### src/rtl/procyon_lib_pkg.sv
// Shared helpers for the procyon slot-tracking blocks: index-width macro, popcount.
`ifndef PCYN_C2I
`define PCYN_C2I(x) (((x) <= 1) ? 1 : $clog2(x))
`endif

package procyon_lib_pkg;

  localparam int PCYN_MAX_VEC_W = 64;

  typedef logic [PCYN_MAX_VEC_W-1:0] pcyn_vec_t;

  function automatic int pcyn_idx_w(input int n);
    return (n <= 1) ? 1 : $clog2(n);
  endfunction

  function automatic int pcyn_popcount(input pcyn_vec_t vec);
    int cnt;
    cnt = 0;
    for (int i = 0; i < PCYN_MAX_VEC_W; i++) begin
      cnt = cnt + int'(vec[i]);
    end
    return cnt;
  endfunction

endpackage

### src/rtl/procyon_priority_picker.sv
// First-set-bit picker over a request vector, searching upward from a rotate offset.
module procyon_priority_picker
  import procyon_lib_pkg::*;
#(
  parameter int OPTN_WIDTH  = 8,
  parameter int OPTN_ROTATE = 0
) (
  input  logic [OPTN_WIDTH-1:0]                 i_req,
  input  logic [`PCYN_C2I(OPTN_WIDTH)-1:0]      i_offset,
  output logic                                  o_valid,
  output logic [`PCYN_C2I(OPTN_WIDTH)-1:0]      o_idx,
  output logic [OPTN_WIDTH-1:0]                 o_onehot
);

  localparam int IDX_W = `PCYN_C2I(OPTN_WIDTH);

  logic [IDX_W-1:0] w_offset;

  assign w_offset = (OPTN_ROTATE != 0) ? i_offset : '0;

  // Offset is assumed < OPTN_WIDTH, so a single subtract is enough to wrap.
  always_comb begin
    int j;
    j       = 0;
    o_valid = 1'b0;
    o_idx   = '0;
    for (int k = 0; k < OPTN_WIDTH; k++) begin
      j = int'(w_offset) + k;
      if (j >= OPTN_WIDTH) j = j - OPTN_WIDTH;
      if (!o_valid && i_req[j]) begin
        o_valid = 1'b1;
        o_idx   = IDX_W'(j);
      end
    end
  end

  always_comb begin
    o_onehot = '0;
    if (o_valid) o_onehot[o_idx] = 1'b1;
  end

endmodule

### src/rtl/procyon_slot_allocator.sv
// Busy/free tracker for a tag pool: one grant per cycle, several frees per cycle.
// PCYN_SLOT_ALLOC_ROUND_ROBIN_EN selects round-robin search; default is lowest-index-first.
module procyon_slot_allocator
  import procyon_lib_pkg::*;
#(
  parameter int OPTN_NUM_SLOTS  = 8,
  parameter int OPTN_FREE_PORTS = 2
) (
  input  logic                                              clk,
  input  logic                                              rst,
  input  logic                                              i_alloc_req,
  output logic                                              o_alloc_gnt,
  output logic [`PCYN_C2I(OPTN_NUM_SLOTS)-1:0]              o_alloc_idx,
  output logic [OPTN_NUM_SLOTS-1:0]                         o_alloc_onehot,
  input  logic [OPTN_FREE_PORTS-1:0]                        i_free_en,
  input  logic [OPTN_FREE_PORTS*`PCYN_C2I(OPTN_NUM_SLOTS)-1:0] i_free_idx,
  output logic [OPTN_NUM_SLOTS-1:0]                         o_busy_mask,
  output logic [`PCYN_C2I(OPTN_NUM_SLOTS+1)-1:0]            o_busy_count,
  output logic                                              o_full,
  output logic                                              o_empty
);

  localparam int IDX_W = `PCYN_C2I(OPTN_NUM_SLOTS);
  localparam int CNT_W = `PCYN_C2I(OPTN_NUM_SLOTS+1);

  logic [OPTN_NUM_SLOTS-1:0] w_free_mask;
  logic [OPTN_NUM_SLOTS-1:0] w_busy_next;
  logic [OPTN_NUM_SLOTS-1:0] w_pick_onehot;
  logic                      w_pick_valid;
  logic [IDX_W-1:0]          w_pick_idx;
  logic [IDX_W-1:0]          w_offset;

`ifdef PCYN_SLOT_ALLOC_ROUND_ROBIN_EN
  localparam int ROTATE = 1;

  logic [IDX_W-1:0] r_rr_ptr;

  always_ff @(posedge clk) begin
    if (rst) begin
      r_rr_ptr <= '0;
    end else if (o_alloc_gnt) begin
      r_rr_ptr <= (o_alloc_idx == IDX_W'(OPTN_NUM_SLOTS-1)) ? '0 : o_alloc_idx + 1'b1;
    end
  end

  assign w_offset = r_rr_ptr;
`else
  localparam int ROTATE = 0;

  assign w_offset = '0;
`endif

  procyon_priority_picker #(
    .OPTN_WIDTH  (OPTN_NUM_SLOTS),
    .OPTN_ROTATE (ROTATE)
  ) u_picker (
    .i_req    (~o_busy_mask),
    .i_offset (w_offset),
    .o_valid  (w_pick_valid),
    .o_idx    (w_pick_idx),
    .o_onehot (w_pick_onehot)
  );

  assign o_alloc_gnt    = i_alloc_req & ~o_full & w_pick_valid;
  assign o_alloc_idx    = o_alloc_gnt ? w_pick_idx : '0;
  assign o_alloc_onehot = o_alloc_gnt ? w_pick_onehot : '0;

  // Out-of-range indices match no slot and so drop out naturally.
  always_comb begin
    w_free_mask = '0;
    for (int p = 0; p < OPTN_FREE_PORTS; p++) begin
      for (int s = 0; s < OPTN_NUM_SLOTS; s++) begin
        if (i_free_en[p] && (int'(i_free_idx[p*IDX_W +: IDX_W]) == s)) w_free_mask[s] = 1'b1;
      end
    end
  end

  assign w_busy_next = (o_busy_mask | o_alloc_onehot) & ~w_free_mask;

  always_ff @(posedge clk) begin
    if (rst) begin
      o_busy_mask  <= '0;
      o_busy_count <= '0;
      o_full       <= 1'b0;
      o_empty      <= 1'b1;
    end else begin
      o_busy_mask  <= w_busy_next;
      o_busy_count <= CNT_W'(pcyn_popcount(pcyn_vec_t'(w_busy_next)));
      o_full       <= &w_busy_next;
      o_empty      <= ~|w_busy_next;
    end
  end

`ifndef SYNTHESIS
  always_ff @(posedge clk) begin
    if (!rst) begin
      assert ((w_free_mask & ~o_busy_mask) == '0)
        else $warning("slot allocator: free of idle slot ignored");
    end
  end
`endif

endmodule

### config.mk
export PLATFORM = sky130hd
export DESIGN_NAME = procyon_slot_allocator
export DESIGN_NICKNAME = d
export VERILOG_FILES = /design/src/rtl/procyon_lib_pkg.sv /design/src/rtl/procyon_priority_picker.sv /design/src/rtl/procyon_slot_allocator.sv
export SDC_FILE = /design/constraint.sdc
export NUM_CORES = 1
export LEC_CHECK = 0
export CAP_MARGIN = 5
export CORE_AREA = 2 2 68 70
export DETAILED_ROUTE_END_ITERATION = 16
export DIE_AREA = 0 0 70 72
export PLACE_DENSITY = 0.43
export SKIP_CTS_REPAIR_TIMING = 1
export SYNTH_ARGS = -nofsm -noshare
export SYNTH_HDL_FRONTEND = slang
export SYNTH_SLANG_ARGS = --single-unit
### constraint.sdc
create_clock -name clk -period 4.81 [get_ports clk]
set_input_delay 1.2025 -clock clk [delete_from_list [all_inputs] [get_ports clk]]
set_output_delay 1.2025 -clock clk [all_outputs]
set_load 0.005 [all_outputs]
### Yosys cells after proc, flatten, opt, wreduce, memory -nomap -nowiden

Index checks and enable logic that the tools add are counted.

| storage, ports and cells | value |
|---|---|
| register bits | 14 |
| bits in latches | 0 |
| bits in writable memories | 0 |
| memory bits (read-only) | 0 |
| bits of input ports | 11 |
| output and inout bits | 26 |
| logic and storage cells | 106 |
| memories kept | 0 |

| operators by class | value |
|---|---|
| add/subtract/negate cells | 7 |
| multiply operators | 0 |
| divide/modulo/power cells | 0 |
| magnitude comparators | 2 |
| equal/unequal tests | 14 |
| shifts and indexed selects | 0 |
| mux-type cells | 36 |
| bitwise operators | 7 |
| reduce and logical (&&, ||, !) cells | 36 |

Operators by type and width:

| cell | number |
|---|---|
| $mux 1 | 26 |
| $eq 3x3->1 const B | 8 |
| $logic_and 1x1->1 | 24 |
| $mux 3 | 7 |
| $add 4x1->4 | 4 |
| $mux 8 | 2 |
| $not 8->8 | 2 |
| $eq 3x2->1 const B | 4 |
| $and 8x8->8 | 1 |
| $logic_not 1->1 | 8 |
| $or 8x8->8 | 1 |
| $reduce_and 8->1 | 1 |
| $reduce_or 8->1 | 1 |
| $eq 3x1->1 const B | 2 |
| $logic_not 3->1 | 2 |
| $add 3x1->4 | 1 |
| $lt 3x4->1 const B | 1 |
| $add 2x1->3 | 1 |
| $demux 1 s3 | 1 |
| $ge 3x1->1 const B | 1 |
| $add 1x1->2 | 1 |
| $and 1x1->1 | 2 |
| $not 1->1 | 1 |

### Longest topological paths before layout

Gate-level depths: netlist of run 1.

| depth | value |
|---|---|
| depth after elaboration | 38 |
| gate-level depth with buffers | 14 |
| depth with buffers taken out | 13 |

### Modules after synthesis

Synthesis of run 1 repeated with hierarchy kept, for this count alone.

| unflattened totals | value |
|---|---|
| cells, all modules | 125 |
| area total of the unflattened synthesis | 1086.0 um^2 |

Modules (own cells, without submodules):

| module | instances | cells an instance | area each (um^2) |
|---|---|---|---|
| procyon_slot_allocator | 1 | 102 | 942.2 |
| procyon_priority_picker | 1 | 23 | 143.9 |

### Worst setup path after synthesis of run 1

No wires, ideal clock.

| path | value |
|---|---|
| path type | input-to-reg |
| start point | input i_alloc_req |
| end point | register o_busy_count[2] |
| arrival time | 4.043 ns |
| required time | 4.682 ns |
| slack | 0.640 ns |
| cell stages on the path | 12 |
| path buffers | 0 |
| path through | nor2b_4 -> nand4_4 -> a221o_1 -> fa_1 -> fa_1 -> fa_1 -> inv_1 -> ha_1 -> inv_1 -> fa_1 -> xor2_1 -> nor2_1 |

| on the way | value |
|---|---|
| longest elaborated chain between the ends | 12 |

RTL lines:

| element | RTL line | text |
|---|---|---|
| from (decl) | procyon_slot_allocator.sv:11 | `input logic i_alloc_req,` |
| $and 1x1->1 (*) (2 in series) | procyon_slot_allocator.sv:64 | `assign o_alloc_gnt = i_alloc_req & ~o_full & w_pick_valid;` |
| $mux 8 (*) | procyon_slot_allocator.sv:66 | `assign o_alloc_onehot = o_alloc_gnt ? w_pick_onehot : '0;` |
| $or 8x8->8 (*) | procyon_slot_allocator.sv:78 | `assign w_busy_next = (o_busy_mask \| o_alloc_onehot) & ~w_free_mask;` |
| $and 8x8->8 (*) | procyon_slot_allocator.sv:78 |  |
| $add 1x1->2 | procyon_lib_pkg.sv:20 | `cnt = cnt + int'(vec[i]);` |
| $add 2x1->3 | procyon_lib_pkg.sv:20 |  |
| $add 3x1->4 | procyon_lib_pkg.sv:20 |  |
| $add 4x1->4 (3 in series) | procyon_lib_pkg.sv:20 |  |
| $add 4x1->4 (*) | procyon_lib_pkg.sv:20 |  |
| to (signal assigned) | procyon_slot_allocator.sv:88 | `o_busy_count <= CNT_W'(pcyn_popcount(pcyn_vec_t'(w_busy_next)));` |
| to (decl) | procyon_slot_allocator.sv:18 | `` output logic [`PCYN_C2I(OPTN_NUM_SLOTS+1)-1:0] o_busy_count, `` |

Every way passes the cells marked *; elsewhere a longest branch is shown, timed or not.
A chain may end at the register's enable or synchronous reset.

### Worst setup path in the final report of run 1

Ends and elaborated chain as after synthesis.

==> results of run 1 <==
per-layer routing:
metal	part of all wire, %	wire, µm	vias up	global-route usage, %
met5	0	0	-	0
met4	1.7	51	0	6.41
met3	4.1	124	5	1.94
met2	47	1420	34	21.1
met1	48	1440	486	16.6
li1	-	-	525	-
final cells by class:
class | count | area share [%]
Timing Repair Buffer | 47 | 28.6
Multi-Input combinational cell | 88 | 41.6
Tap cell | 52 | 4.21
Inverter | 16 | 3.88
Sequential cell | 14 | 18.1
Clock buffer | 4 | 3.56
layout by cell type, fill, tap and decap left out, drive strengths merged, types with 5 or more instances in the layout:
| cell | instances |
|---|---|
| inv | 16 |
| buf | 11 |
| ha | 5 |
| o221ai | 5 |
| dfxtp | 14 |
| nor2 | 20 |
| nand2 | 7 |
| clkdlybuf4s50 | 36 |
worst max-delay path by stage:
stage                      from              end  slack (ps)  cells after the start
detailed placement  i_alloc_req  o_busy_count[2]           7                     13
global route        i_alloc_req  o_busy_count[2]         120                     13
finish              i_alloc_req  o_busy_count[2]         280                     13
global placement    i_alloc_req  o_busy_count[2]          40                     13
CTS                 i_alloc_req  o_busy_count[2]         260                     13
floorplan           i_alloc_req  o_busy_count[2]         640                     12
metrics by stage:
stage	util, %	hold WS, ps	cell area, µm²
after floorplan	-	696	992
after global placement	35.0	877	1490
after detailed placement	35.0	859	1490
after CTS	36.3	867	1550
after global routing	36.3	934	1550
final	36.3	863	1550
worst max-delay path, delay by kind of cell:
family / cells / cell delay, ps
adder cells (fa/ha/maj): 5 / 1940
buffers and inverters: 3 / 620
AO/OA/AOI/OAI: 1 / 420
AND/OR/NAND/NOR: 3 / 340
XOR/XNOR: 1 / 140
cells by family (layout without fill, tap and decap cells):
group / after synthesis / count (layout)
AND/OR/NAND/NOR: 59 / 59
AO/OA/AOI/OAI: 19 / 19
buffers and inverters: 18 / 67
flip-flops: 14 / 14
adder cells (fa/ha/maj): 9 / 9
XOR/XNOR: 1 / 1
flip-flops by register name, indices dropped and copies added (netlist names):
register,count
o_full,1
o_busy_mask,8
o_empty,1
o_busy_count,4
power groups by stage:
stage               combinational (mW)  sequential [mW]  clock, mW
global route                    0.0734            0.121      0.125
detailed placement              0.0655            0.124          0
CTS                             0.0661            0.121      0.119
finish                          0.0654            0.121      0.117
global placement                0.0658            0.124          0
floorplan                       0.0262            0.125          0
==> summary.md, run 1 <==
| Metric | Value |
|---|---|
| Count of final max-slew check failures | `0` |
| Core area | `0.00426 mm²` |
| Final period utilization | `94.2%` |
| Sequential-to-total area share from yosys stat | `28.2%` |
| Reg power frac | `39.9%` |
| H-tree levels | `1` |
| Worst VDD drop | `111 µV` |
| Mapped Avg Cell Area | `8.27 µm²` |
| CTS tree | `done` |
| Setup slack after placement | `6.74 ps` |
| Clk_lat worst skew | `250 ps` |
| Type of the most critical hold path | `reg2reg` |
| Area delta synth->final | `55.9%` |
| EDFF count, synth | `0` |
| Worst EP arrival | `4650 ps` |
| Setup ws final | `278 ps` |
| Die width | `70 µm` |
| Sw frac | `25.1%` |
| WL/cell | `13.8 µm` |
| Die area | `0.00504 mm²` |
| Post-route antenna net violation count | `0` |
| Synth Area in Simple Gates | `35.3%` |
| Fin Setup TNS | `0 ps` |
| First-pass GRT wire length | `5130 µm` |
| CTS clk-pin slew, worst paths | `60 ps` |
| Fraction of layout cells with a size suffix above 1 | `12.4%` |
| Ant. Diodes | `0` |
| Worst-case clock buffer depth | `2` |
| Worst r2r dst | `o_busy_count[2]` |
| Clock network power share | `38.6%` |
| WP data required | `4930 ps` |
| FF-to-FF path depth | `13` |
| Drt first pass iters | `4` |
| Synth Flop Type | `dfxtp_1` |
| Synthesized cell area | `992 µm²` |
| Post-synthesis adder-cell area fraction | `14.4%` |
| Multi-input logic area | `643 µm²` |
| Slew @ Worst Pin | `544 ps` |
| Starting density of the core | `23.3%` |
| Count of input and output buffers | `36` |
| Cell count of the worst hold path | `3` |
| Critical path's largest stage delay | `520 ps` |
| Maxcap violations | `0` |
| Most common cell in the synthesized netlist | `nor2_1` |
| Crit-path cells | `clkdlybuf4s50_1 -> nor2b_4 -> nand4_4 -> a221o_1 -> fa_1 -> fa_1 -> fa_1 -> inv_1 -> ha_1 -> inv_1 -> fa_1 -> xor2_1 -> nor2_1` |
| # IOs | `37` |
| Die height | `72 µm` |
| Initial DRC count | `42` |
| R2R setup slack | `770 ps` |
| Hold Path End | `o_busy_mask[5]` |
| # placed instances | `217` |
| DRC viols | `0` |
| Worst rel slew slack | `63.7%` |
| Largest cells by area after synthesis | `dfxtp_1 (28%), fa_1 (8.1%), nor2_1 (7.6%)` |
| Final Skew | `6.07 ps` |
| Crit path kind | `in2reg` |
| Synth cell count leaders | `nor2_1 (20), inv_1 (16), dfxtp_1 (14), nand2_1 (7)` |
| Yosys top cell by area | `dfxtp_1` |
| PnR Total Power | `0.304 mW` |
| Grt ovf | `0` |
| Hold Fails Final Rpt | `0` |
| Via count | `1050` |
| Synth top area share | `28.2%` |
| GR Util All Layers | `12.8%` |
| Worst r2r src | `o_busy_mask[2]` |
| Clock period minus final worst setup slack | `4530 ps` |
| Synth Instances | `120` |
| Switching power of the nets | `0.0762 mW` |
| Clk sinks | `14` |
| FILL cells | `455` |
| Post-Syn Nets | `140` |
| Peak Freq | `0.221 GHz` |
| Internal | `0.227 mW` |
| Synth Warn # | `0` |
| Synth Register Bits | `14` |
| Worst hold path startpoint | `o_busy_mask[5]` |
| Reg area | `280 µm²` |
| CP dominant cell by count | `fa_1` |
| Vias per cell | `4.75` |
| Critical Path Source Type | `primary input` |
| Initial antenna violation count | `0` |
| Power per Cell Area | `196 mW/mm²` |
| Distinct cells, synth | `40` |
| Clock Tree Root | `clkbuf_8` |
| RSZ-0062 raised after global routing | `no` |
| Largest family of logic cells by synthesized area | `simple AND/OR/NAND/NOR gates` |
| Leakage | `0.608 nW` |
| Detailed Place HPWL | `2440 µm` |
| Row count | `24` |
| Async S/R FF share, synth | `0%` |
| Comb pwr share | `21.6%` |
| Status | `completed` |
| Synth Area in Compound Gates | `14.2%` |
| Multiplexer share of the synthesized area | `0%` |
| Setup violators final | `0` |
| Crit-path max FO | `3` |
| Num CTS Buffers | `3` |
| Element type at the critical path end | `flop` |
| Non-filler cells, final | `221` |
| Final WL | `3040 µm` |
| Number of global-route vias before repair | `1071` |
| CP max-delay cell | `fa_1` |
| Final layout net count | `190` |
| RePlAce Congestion | `0.842` |
| Post-synthesis xor/xnor area fraction | `0.883%` |
| Largest net degree at the start of global routing | `14` |
Power figures use the tool's default switching activity.
==> run 2, diff against run 1 <==
--- a/config.mk
+++ b/config.mk
@@ -7,9 +7,9 @@
 export LEC_CHECK = 0
 export CAP_MARGIN = 5
 export CORE_AREA = 2 2 68 70
+export CTS_BUF_LIST = sky130_fd_sc_hd__clkbuf_4 sky130_fd_sc_hd__clkbuf_8 sky130_fd_sc_hd__clkbuf_16
 export DETAILED_ROUTE_END_ITERATION = 16
 export DIE_AREA = 0 0 70 72
-export PLACE_DENSITY = 0.43
 export SKIP_CTS_REPAIR_TIMING = 1
 export SYNTH_ARGS = -nofsm -noshare
 export SYNTH_HDL_FRONTEND = slang
==> constraint.sdc (replaced) <==
create_clock -name clk -period 5.1 [get_ports clk]
set_input_delay 1.275 -clock clk [delete_from_list [all_inputs] [get_ports clk]]
set_output_delay 1.275 -clock clk [all_outputs]
set_load 0.005 [all_outputs]
==> summary.md, run 2 (synthesis results as in run 1) <==
| Metric | Value |
|---|---|
| Status | `completed` |
| CTS clk-pin slew, worst paths | `60 ps (about the same)` |
| Element type at the critical path end | `flop` |
| GR Util All Layers | `11.9% (-0.94 points)` |
| Fraction of layout cells with a size suffix above 1 | `8.64% (-3.8 points)` |
| Non-filler cells, final | `214 (-3.2%)` |
| Number of global-route vias before repair | `1053 (-1.7%)` |
| Leakage | `0.577 nW (-5.2%)` |
| Drt first pass iters | `4 (unchanged)` |
| Crit path kind | `in2reg` |
| Slew @ Worst Pin | `584 ps (+39.5 ps)` |
| Hold Path End | `o_busy_mask[3]` |
| Count of input and output buffers | `36 (unchanged)` |
| Largest reg by FF count | `o_busy_mask` |
| Worst r2r dst | `o_busy_count[2]` |
| Worst rel slew slack | `61.1% (-2.6 points)` |
| Multi-input logic area | `643 µm² (unchanged)` |
| Maxcap violations | `0 (unchanged)` |
| Vias per cell | `4.74 (-0.17%)` |
| Largest net degree at the start of global routing | `14 (unchanged)` |
| Initial antenna violation count | `0 (unchanged)` |
| Post-DP Area | `0.00144 mm² (-3.5%)` |
| Final layout net count | `183 (-3.7%)` |
| DRC viols | `0 (unchanged)` |
| Power per Cell Area | `189 mW/mm² (-3.9%)` |
| Row count | `24 (unchanged)` |
| Starting density of the core | `23.3% (unchanged)` |
| Commonest cells after routing, fill and taps aside | `clkdlybuf4s50_1 (36), nor2_1 (20), inv_1 (16)` |
| Post-route cell area | `0.00149 mm² (-3.4%)` |
| Ant. Diodes | `0 (unchanged)` |
| Clk_lat worst skew | `250 ps (about the same)` |
| Hold Fails Final Rpt | `0 (unchanged)` |
| Worst hold path startpoint | `o_busy_mask[3]` |
| Peak Freq | `0.214 GHz` |
| Worst-case clock buffer depth | `2 (unchanged)` |
| Clock Tree Root | `clkbuf_8` |
| Cell count of the worst hold path | `3 (unchanged)` |
| H-tree levels | `1 (unchanged)` |
| Final Skew | `2.83 ps (-3.24 ps)` |
| First-pass GRT wire length | `4830 µm (-5.8%)` |
| # placed instances | `210 (-3.2%)` |
| Via count | `1015 (-3.3%)` |
| Final Util | `35.0% (-1.2 points)` |
| Clk sinks | `14 (unchanged)` |
| Count of final max-slew check failures | `0 (unchanged)` |
| Detailed Place HPWL | `2150 µm (-12%)` |
| Worst r2r src | `o_busy_mask[1]` |
| # IOs | `37 (unchanged)` |
| Setup violators final | `0 (unchanged)` |
| Critical Path Source Type | `primary input` |
| CTS tree | `done` |
| FILL cells | `457 (+0.44%)` |
| Core area | `0.00426 mm² (unchanged)` |
| RSZ-0062 raised after global routing | `no` |
| Most common cell after layout, fill and taps aside | `clkdlybuf4s50_1` |
| Initial DRC count | `60 (+43%)` |
| Num CTS Buffers | `3 (unchanged)` |
| Final period utilization | `91.4%` |
| Area delta synth->final | `50.6%` |
| RePlAce Congestion | `0.768 (-8.8%)` |
| Die area | `0.00504 mm² (unchanged)` |
| Crit-path max FO | `5 (+2)` |
| Type of the most critical hold path | `reg2reg` |
| WP data required | `5230 ps (+300 ps)` |
| Post-route antenna net violation count | `0 (unchanged)` |
| Die width | `70 µm (unchanged)` |
| Clock period minus final worst setup slack | `4660 ps` |
| Die height | `72 µm (unchanged)` |
| Final WL | `2720 µm (-10%)` |
| Max reg flops | `8 (unchanged)` |
| WL/cell | `12.7 µm (-7.5%)` |
| Worst VDD drop | `64.3 µV (-42%)` |
| Reg area | `280 µm² (unchanged)` |
| Fin Setup TNS | `0 ps (unchanged)` |
| FF-to-FF path depth | `13 (unchanged)` |
| PnR Total Power | `0.282 mW (-7.1%)` |
| Grt ovf | `0 (unchanged)` |
| Largest regs | `o_busy_mask x8, o_busy_count x4` |
| Worst EP arrival | `4790 ps (+140 ps)` |
| R2R setup slack | `1060 ps (+290 ps)` |
-- run 2: cell types whose count changed in the layout (fill, tap and decap cells not counted) --
cell / previous run / this run
buf_4: 11 / 4
-- run 2: cell type report --
cell class                 instances  share of cell area [%]
multi-input combinational         88                    43.0
timing repair buffer              40                    26.1
sequential                        14                    18.8
tap                               52                    4.36
inverter                          16                    4.02
clock buffer                       4                    3.69
-- run 2: stage by stage --
stage / hold slack (ps) / setup slack, ps
global placement: 793 / 207
detailed placement: 771 / 171
finish: 789 / 436
global route: 870 / 208
floorplan: 696 / 857
CTS: 781 / 426
-- run 2: worst max-delay path by stage --
stage,slack [ps],depth (start not counted),start,endpoint
final,440,13,i_alloc_req,o_busy_count[2]
after global routing,210,13,i_alloc_req,o_busy_count[2]
after CTS,430,13,i_alloc_req,o_busy_count[2]
after detailed placement,170,13,i_alloc_req,o_busy_count[2]
after global placement,210,13,i_alloc_req,o_busy_count[2]
after floorplan,860,12,i_alloc_req,o_busy_count[2]
-- run 2: critical path, cell delays in order --
cell and delay (ps):
clkdlybuf4s50_1 500, nor2b_4 180, nand4_4 130, a221o_1 460, fa_1 490, fa_1 510
fa_1 400, inv_1 60, ha_1 160, inv_1 60, fa_1 370, xor2_1 140
nor2_1 50
-- run 2: power by group --
| group | leakage (nW) | switching (mW) | internal (mW) |
|---|---|---|---|
| Combinational | 0.434 | 0.0256 | 0.0307 |
| Clock | 0.0288 | 0.0412 | 0.0685 |
| Sequential | 0.114 | 0.00285 | 0.113 |
| Total | 0.577 | 0.0696 | 0.212 |
-- run 2: layer usage --
layer  share of wire, %  global-route usage [%]
met2                 46                    20.3
met5                  0                       0
met1                 46                    14.6
met4                1.6                    5.13
met3                5.8                    2.50
